==> config.mk <==
export PLATFORM = sky130hd
export DESIGN_NAME = comparador_serial_di
export DESIGN_NICKNAME = d
export VERILOG_FILES = /design/src/rtl/comparador_serial_di.sv
export SDC_FILE = /design/constraint.sdc
export NUM_CORES = 1
export LEC_CHECK = 0
export CORE_AREA = 2 2 58 60
export CTS_BUF_LIST = sky130_fd_sc_hd__clkbuf_8
export CTS_CLUSTER_DIAMETER = 80
export DETAILED_ROUTE_END_ITERATION = 7
export DIE_AREA = 0 0 60 62
export PLACE_DENSITY = 0.66
export SETUP_SLACK_MARGIN = 0.3
export SYNTH_ARGS = -nofsm -noshare
export SYNTH_HDL_FRONTEND = slang
export SYNTH_SLANG_ARGS = --single-unit
==> constraint.sdc <==
create_clock -name clk -period 2.37 [get_ports clk]
set_input_delay 0.237 -clock clk [delete_from_list [all_inputs] [get_ports clk]]
set_output_delay 0.237 -clock clk [all_outputs]
set_load 0.02 [all_outputs]
==> src/rtl/comparador_serial_di.sv <==
// comparador_serial_di: bit-serial unsigned magnitude comparator.
// A single one-bit comparison cell is time-multiplexed over K cycles,
// walking from the LSB to the MSB. Each higher bit that differs
// overwrites the partial verdict, so the verdict left after the MSB is
// the full unsigned comparison.
module comparador_serial_di #(
    parameter int unsigned K = 8
) (
    input  logic         clk,
    input  logic         reset,
    input  logic         inicio,
    input  logic [K-1:0] A,
    input  logic [K-1:0] B,
    output logic         ocupado,
    output logic         listo,
    output logic         MAYOR,
    output logic         MENOR,
    output logic         IGUAL
);

    // Bit index width; the index only ever counts 0..K-1.
    localparam int unsigned IW = (K > 1) ? $clog2(K) : 1;
    localparam logic [IW-1:0] ULTIMO = IW'(K - 1);

    typedef enum logic [1:0] {
        ESPERA  = 2'd0,
        COMPARA = 2'd1,
        FIN     = 2'd2
    } estado_t;

    // Running verdict carried from bit to bit.
    typedef enum logic [1:0] {
        REL_IGUAL = 2'd0,
        REL_MAYOR = 2'd1,
        REL_MENOR = 2'd2
    } rel_t;

    estado_t       estado;
    estado_t       estado_nxt;

    logic [K-1:0]  a_reg;
    logic [K-1:0]  b_reg;
    logic [K-1:0]  a_nxt;
    logic [K-1:0]  b_nxt;

    logic [IW-1:0] indice;
    logic [IW-1:0] indice_nxt;

    rel_t          parcial;
    rel_t          parcial_nxt;
    rel_t          rel_bit;

    logic          bit_a;
    logic          bit_b;

    logic          ocupado_nxt;
    logic          listo_nxt;
    logic          mayor_nxt;
    logic          menor_nxt;
    logic          igual_nxt;

    // Shared comparison cell: selects the current bit pair and updates the verdict.
    always_comb begin
        bit_a   = a_reg[indice];
        bit_b   = b_reg[indice];
        rel_bit = parcial;
        if (bit_a != bit_b) begin
            rel_bit = bit_a ? REL_MAYOR : REL_MENOR;
        end
    end

    // State register.
    always_ff @(posedge clk or posedge reset) begin
        if (reset) begin
            estado <= ESPERA;
        end else begin
            estado <= estado_nxt;
        end
    end

    // Next-state and next-value logic for datapath and registered outputs.
    always_comb begin
        estado_nxt  = estado;
        a_nxt       = a_reg;
        b_nxt       = b_reg;
        indice_nxt  = indice;
        parcial_nxt = parcial;
        ocupado_nxt = ocupado;
        listo_nxt   = 1'b0;
        mayor_nxt   = MAYOR;
        menor_nxt   = MENOR;
        igual_nxt   = IGUAL;

        case (estado)
            ESPERA: begin
                ocupado_nxt = 1'b0;
                if (inicio) begin
                    a_nxt       = A;
                    b_nxt       = B;
                    indice_nxt  = '0;
                    parcial_nxt = REL_IGUAL;
                    ocupado_nxt = 1'b1;
                    estado_nxt  = COMPARA;
                end
            end

            COMPARA: begin
                parcial_nxt = rel_bit;
                if (indice == ULTIMO) begin
                    // MSB done: publish the verdict and park the index at 0.
                    indice_nxt = '0;
                    listo_nxt  = 1'b1;
                    mayor_nxt  = (rel_bit == REL_MAYOR);
                    menor_nxt  = (rel_bit == REL_MENOR);
                    igual_nxt  = (rel_bit == REL_IGUAL);
                    estado_nxt = FIN;
                end else begin
                    indice_nxt = indice + IW'(1);
                end
            end

            FIN: begin
                ocupado_nxt = 1'b0;
                estado_nxt  = ESPERA;
            end

            default: begin
                ocupado_nxt = 1'b0;
                indice_nxt  = '0;
                estado_nxt  = ESPERA;
            end
        endcase
    end

    // Datapath and output registers; reset aborts any comparison in flight.
    always_ff @(posedge clk or posedge reset) begin
        if (reset) begin
            a_reg   <= '0;
            b_reg   <= '0;
            indice  <= '0;
            parcial <= REL_IGUAL;
            ocupado <= 1'b0;
            listo   <= 1'b0;
            MAYOR   <= 1'b0;
            MENOR   <= 1'b0;
            IGUAL   <= 1'b0;
        end else begin
            a_reg   <= a_nxt;
            b_reg   <= b_nxt;
            indice  <= indice_nxt;
            parcial <= parcial_nxt;
            ocupado <= ocupado_nxt;
            listo   <= listo_nxt;
            MAYOR   <= mayor_nxt;
            MENOR   <= menor_nxt;
            IGUAL   <= igual_nxt;
        end
    end

endmodule

# [Word-level counts from Yosys, hierarchy flattened]
# Cells that the tools add are included.
[word_totals] register_bits=28 latch_bits=0 ramBits=0 rom_bits=0 input_bits=19 elab_cells=47 mem_count=0
[classes] addsub=1 mul=0 div_mod_pow=0 n_lt_le_gt_ge=1 n_eq_ne=8 shift=0 n_mux=18 bitwise_logic=1 reduce_logical=8
[ops] op="$mux W2" n=5
[ops] op="$reduce_and A2 Y1" n=5
[ops] op="$pmux W3 S3" n=1
[ops] op="$pmux W2 S2" n=2
[ops] op="$bmux W1 S3" n=2
[ops] op="$mux W3" n=2
[ops] op="$mux W1" n=5
[ops] op="$eq A2 B1 Y1 const B" n=2
[ops] op="$eq A2 B2 Y1 const B" n=2
[ops] op="$logic_not A2 Y1" n=2
[ops] op="$lt A3 B4 Y1 const B" n=1
[ops] op="$ne A2 B2 Y1 const B" n=2
[ops] op="$add A3 B1 Y3 const B" n=1
[ops] op="$eq A3 B3 Y1 const B" n=1
[ops] op="$pmux W1 S2" n=1
[ops] op="$reduce_bool A2 Y1" n=1
[ops] op="$ne A1 B1 Y1" n=1
[ops] op="$not A1 Y1" n=1

# [Longest topological paths before layout]
[depth] word_depth=5 ltp_mapped=5

# [Worst setup path before layout]
# OpenSTA, ideal clock, no wires.
[synth_path] path_type="flip-flop to flip-flop" start="register indice[0]" end="register parcial[0]" setup_time_ns=0.127 t_arrival_ns=1.514 required_time_ns=2.243 slack_ns=0.728 stages_incl_launch_ff=6 path_buffers=1 cell_sequence="dfrtp_1 > buf_6 > mux4_2 > mux2_4 > nor2_4 > o211ai_2"
[synth_between] elab_chain_len=5 elab_cells_between_ends=8 cone_classes="1 x eq/ne; 7 x mux"
[synth_rtl] element="from (decl)" line_no="46" text="logic [IW-1:0] indice;"
[synth_rtl] element="from (signal assigned)" line_no="150" text="indice <= indice_nxt;"
[synth_rtl] element="$bmux W1 S3, on equally long branches" line_no="64, 65"
[synth_rtl] element="$mux W1, on equally long branches" line_no="64, 65"
[synth_rtl] element="$mux W2 / $ne A1 B1 Y1 (equally long branches)" line_no="68, 67"
[synth_rtl] element="$mux W2 *" line_no="67" text="if (bit_a != bit_b) begin"
[synth_rtl] element="$pmux W2 S2 *" line_no="94" text="case (estado)"
[synth_rtl] element="to (signal assigned)" line_no="151" text="parcial <= parcial_nxt;"
[synth_rtl] element="to (decl)" line_no="49" text="rel_t parcial;"
# Every way passes the cells marked *; elsewhere a longest branch is shown, timed or not. The select of a mux whose other input is x is not followed.
# A chain may end at the register's enable or synchronous reset.

# [Worst setup path after layout]
[layout_path] start="register indice[1]" end="register IGUAL"
[layout_between] elab_chain_len=5 elab_cells_between_ends=10 cone_classes="2 x eq/ne; 6 x mux; 2 x reduce/logical"
[layout_rtl] element="$bmux W1 S3, on equally long branches" line_no="64, 65"
[layout_rtl] element="$mux W1, on equally long branches" line_no="64, 65"
[layout_rtl] element="$mux W2 / $ne A1 B1 Y1 (equally long branches)" line_no="68, 67"
[layout_rtl] element="$mux W2" line_no="67"
[layout_rtl] element="$logic_not A2 Y1" line_no="115" text="igual_nxt = (rel_bit == REL_IGUAL);"
[layout_rtl] element="to (signal assigned)" line_no="156" text="IGUAL <= igual_nxt;"
[layout_rtl] element="to (decl)" line_no="18" text="output logic IGUAL"
# Several ways; a longest one is shown, not always the timed one. The select of a mux whose other input is x is not followed.

==> impl_metrics.yaml <==
run_status:
  run_status: "completed"
timing:
  max_slew_margin_pct: 73.0
  finalSetupTns_ns: 0
  setup_viol_count_final: 0
  max_slew.worst_pin.slew_ns: 0.405
  timing.hold.ws_ns: 0.325
  skew_ns: 0.00184
  final_min_period_over_clock_period_pct: 77.1
  hold_viol_final: 0
  rsz0062_at_grt: "no"
  drv_slew: 0
  period_needed_ns: 1.83
  timing.fmax_ghz: 0.547
  postLayoutSetupSlackWorst_ns: 0.543
routing:
  ant_nets: 0
  detailedRoute.firstPassIterationCount: 4
  vias_per_cell: 5.03
  detail_route.wirelength_microns: 2220
  drc_markers: 0
  first_iter_violations: 27
  routedWlPerCell_microns: 13.3
  vias: 840
clocking:
  clk_root_buffer_cell: "clkbuf_8"
  cts_hold_repair.buffers: 0
  clock_insertion_delay_at_the_later_pin_of_the_skew_report_ns: 0.27
  cts_sink_count: 28
  htree_num_levels: 1
  max-clock-path-buffers: 2
  postCtsSetupBuffers: 0
  tritoncts: "yes"
  cts_buffers: 3
  cts-resized-gates: 0
  clock_slew_at_reported_path_ffs_ns: 0.09
finish:
  antenna_diode_count: 0
  layout-drive-gt1-share_pct: 19.8
  postLayoutCellArea_sq_mm: 0.00164
  post_layout_nonfiller_instances: 167
  ff_latch_area_sq_um: 701
  post_layout_util_pct: 51.7
  multi_input_comb_area_sq_um: 584
  final_net_count: 144
  layout-area-overhead-vs-synth_pct: 24.4
  fill_cells: 288
worst_setup_path:
  critical_path.endpoint: "IGUAL"
  critPathKind: "reg2reg"
  worst-endpoint-arrival_ns: 2.00
  worst_path_slowest_cell: "dfrtp_1"
  critical_path.reg2reg.endpoint: "IGUAL"
  worst-path-max-fanout: 8
  worst-endpoint-required_ns: 2.55
  timing.reg2reg.worst_path_depth: 5
  endpoint_kind: "flop"
  regToRegSetupSlack_ns: 0.54
  worst_path_largest_cell_delay_ns: 0.59
  r2r-start: "indice[1]"
  timing.critical_path.from_type: "flop"
  critPathLaunch: "indice[1]"
  critical_path.most_common_cell: "ha_1"
  critical_path.cell_chain: "ha_1, ha_1, nand2_1, or3_1, o31ai_1"
global_route:
  grt_antenna_before_repair: 0
  via_count_of_the_first_global_routing_pass: 911
  grt_max_degree: 29
  grt.overflow.total: 0
  grtUsageTotal_pct: 14.3
  grt_first_pass_wirelength_microns: 3940
logic_synthesis:
  synth_enable_flop_cells: 0
  synth.cell_area_sq_mm: 0.00132
  synth_largest_area_cell: "dfrtp_1"
  async_flop_share_pct: 100
  mappedNetlistNets: 117
  yosys_warnings: 0
  area_share_of_the_largest_cell_type_after_synthesis_pct: 53.0
  synthesis.area_per_instance_sq_um: 13.8
  ys.flop_type: "dfrtp_1"
  ys_seq_area_share_pct: 53.0
  synth_cell_types: 26
  yosys-top-cells-area: "dfrtp_1 53%, mux2_1 8.5%, mux4_2 6.8%"
  postSynthRegisterBits: 28
  syn_inst: 96
floorplanning:
  die-width_microns: 60
  starting_density_pct: 41.6
  floorplan.die.height_microns: 62
  fp.dieArea_sq_mm: 0.00372
  io-pin-count: 24
  placeableCoreArea_sq_mm: 0.00318
  floorplan.rows: 21
place:
  hpwl_reported_at_the_end_of_detailed_placement_microns: 1740
  dpl.cell_count: 164
  placement.io_buffers: 23
  dp_slack_ns: 0.483
  place.gp.congestion: 0.834
  placement.cell_area_sq_mm: 0.00160
power:
  p_per_area_mw_per_mm2: 1320
  vdd_ir_drop_max_uv: 534
  total_leakage_power_nw: 0.696
  post_layout_total_power_mw: 2.17
job:
  maxCapViolCount: 0
worst_hold_path:
  timing.hold.worst.class: "in2async"
==> worst max-delay path, delay by kind of cell, from the launching register on <==
family                     cells  cell delay [ns]
DFF                            1             0.59
and+or+nand+nor                2             0.52
adders and majority gates      2             0.41
AOI/OAI and AO/OA              1             0.21
==> area by class of cell <==
| cell class | count | area share, % |
|---|---|---|
| inverters | 4 | 0.913 |
| flip-flops and latches | 28 | 42.6 |
| repair buffers | 25 | 14.9 |
| clock buffers | 3 | 2.51 |
| well taps | 46 | 3.50 |
| multi-input cells | 61 | 35.5 |
==> Yosys cell counts (2+ instances only) <==
cell type	count
nor2_2	2
mux2i_4	2
nand2b_1	2
o31ai_1	3
nor2b_1	2
buf_2	2
mux4_2	4
mux2_1	10
nand3_1	2
mux2_4	2
a32o_1	3
nand2_1	10
dfrtp_1	28
inv_1	3
mux2_2	6
ha_1	2
a21oi_1	4
==> power breakdown <==
group	total (mW)	switching [mW]	internal, mW
clock	0.249	0.135	0.114
combinational	1.03	0.449	0.582
sequential	0.891	0.189	0.702
total	2.17	0.774	1.40
==> per-layer routing <==
layer  track usage (%)  part of all wire [%]
met1              17.9                    44
met2              25.0                    50
met3              2.48                   3.9
met4              5.40                   1.4
met5                 0                     0
==> cells by family (layout without fill, tap and decap cells) <==
| logic type | Yosys count | count (layout) | synth area share (%) |
|---|---|---|---|
| flops | 28 | 28 | 53.0 |
| mux | 24 | 24 | 26.1 |
| simple gates | 22 | 22 | 8.62 |
| compound gates | 13 | 13 | 7.58 |
| buf+inv | 7 | 32 | 2.75 |
| fa+ha+maj | 2 | 2 | 1.89 |
==> how the worst min path moves through the flow <==
stage               startpoint  endpoint  slack (ns)  cells after the start
finish                   reset  b_reg[7]        0.32                      3
floorplan                reset     IGUAL        0.30                      1
detailed placement       MENOR     MENOR        0.47                      2
global placement      a_reg[6]  a_reg[6]        0.47                      1
global route             reset  b_reg[7]        0.37                      3
CTS                      reset  a_reg[3]        0.34                      3
==> cells in the final DEF, fill, tap and decap left out <==
cell,count
a21oi_1,4
a32o_1,3
and2b_1,1
buf_4,2
clkbuf_8,3
clkdlybuf4s50_1,23
dfrtp_1,28
ha_1,2
inv_1,3
inv_2,1
mux2_1,10
mux2_2,6
mux2_4,2
mux2i_4,2
mux4_2,4
nand2_1,10
nand2b_1,2
nand3_1,2
nor2_1,1
nor2_2,2
nor2_4,1
nor2b_1,2
o211ai_1,1
o211ai_2,1
o21bai_1,1
o31ai_1,3
or3_1,1
Power figures use the tool's default switching activity.
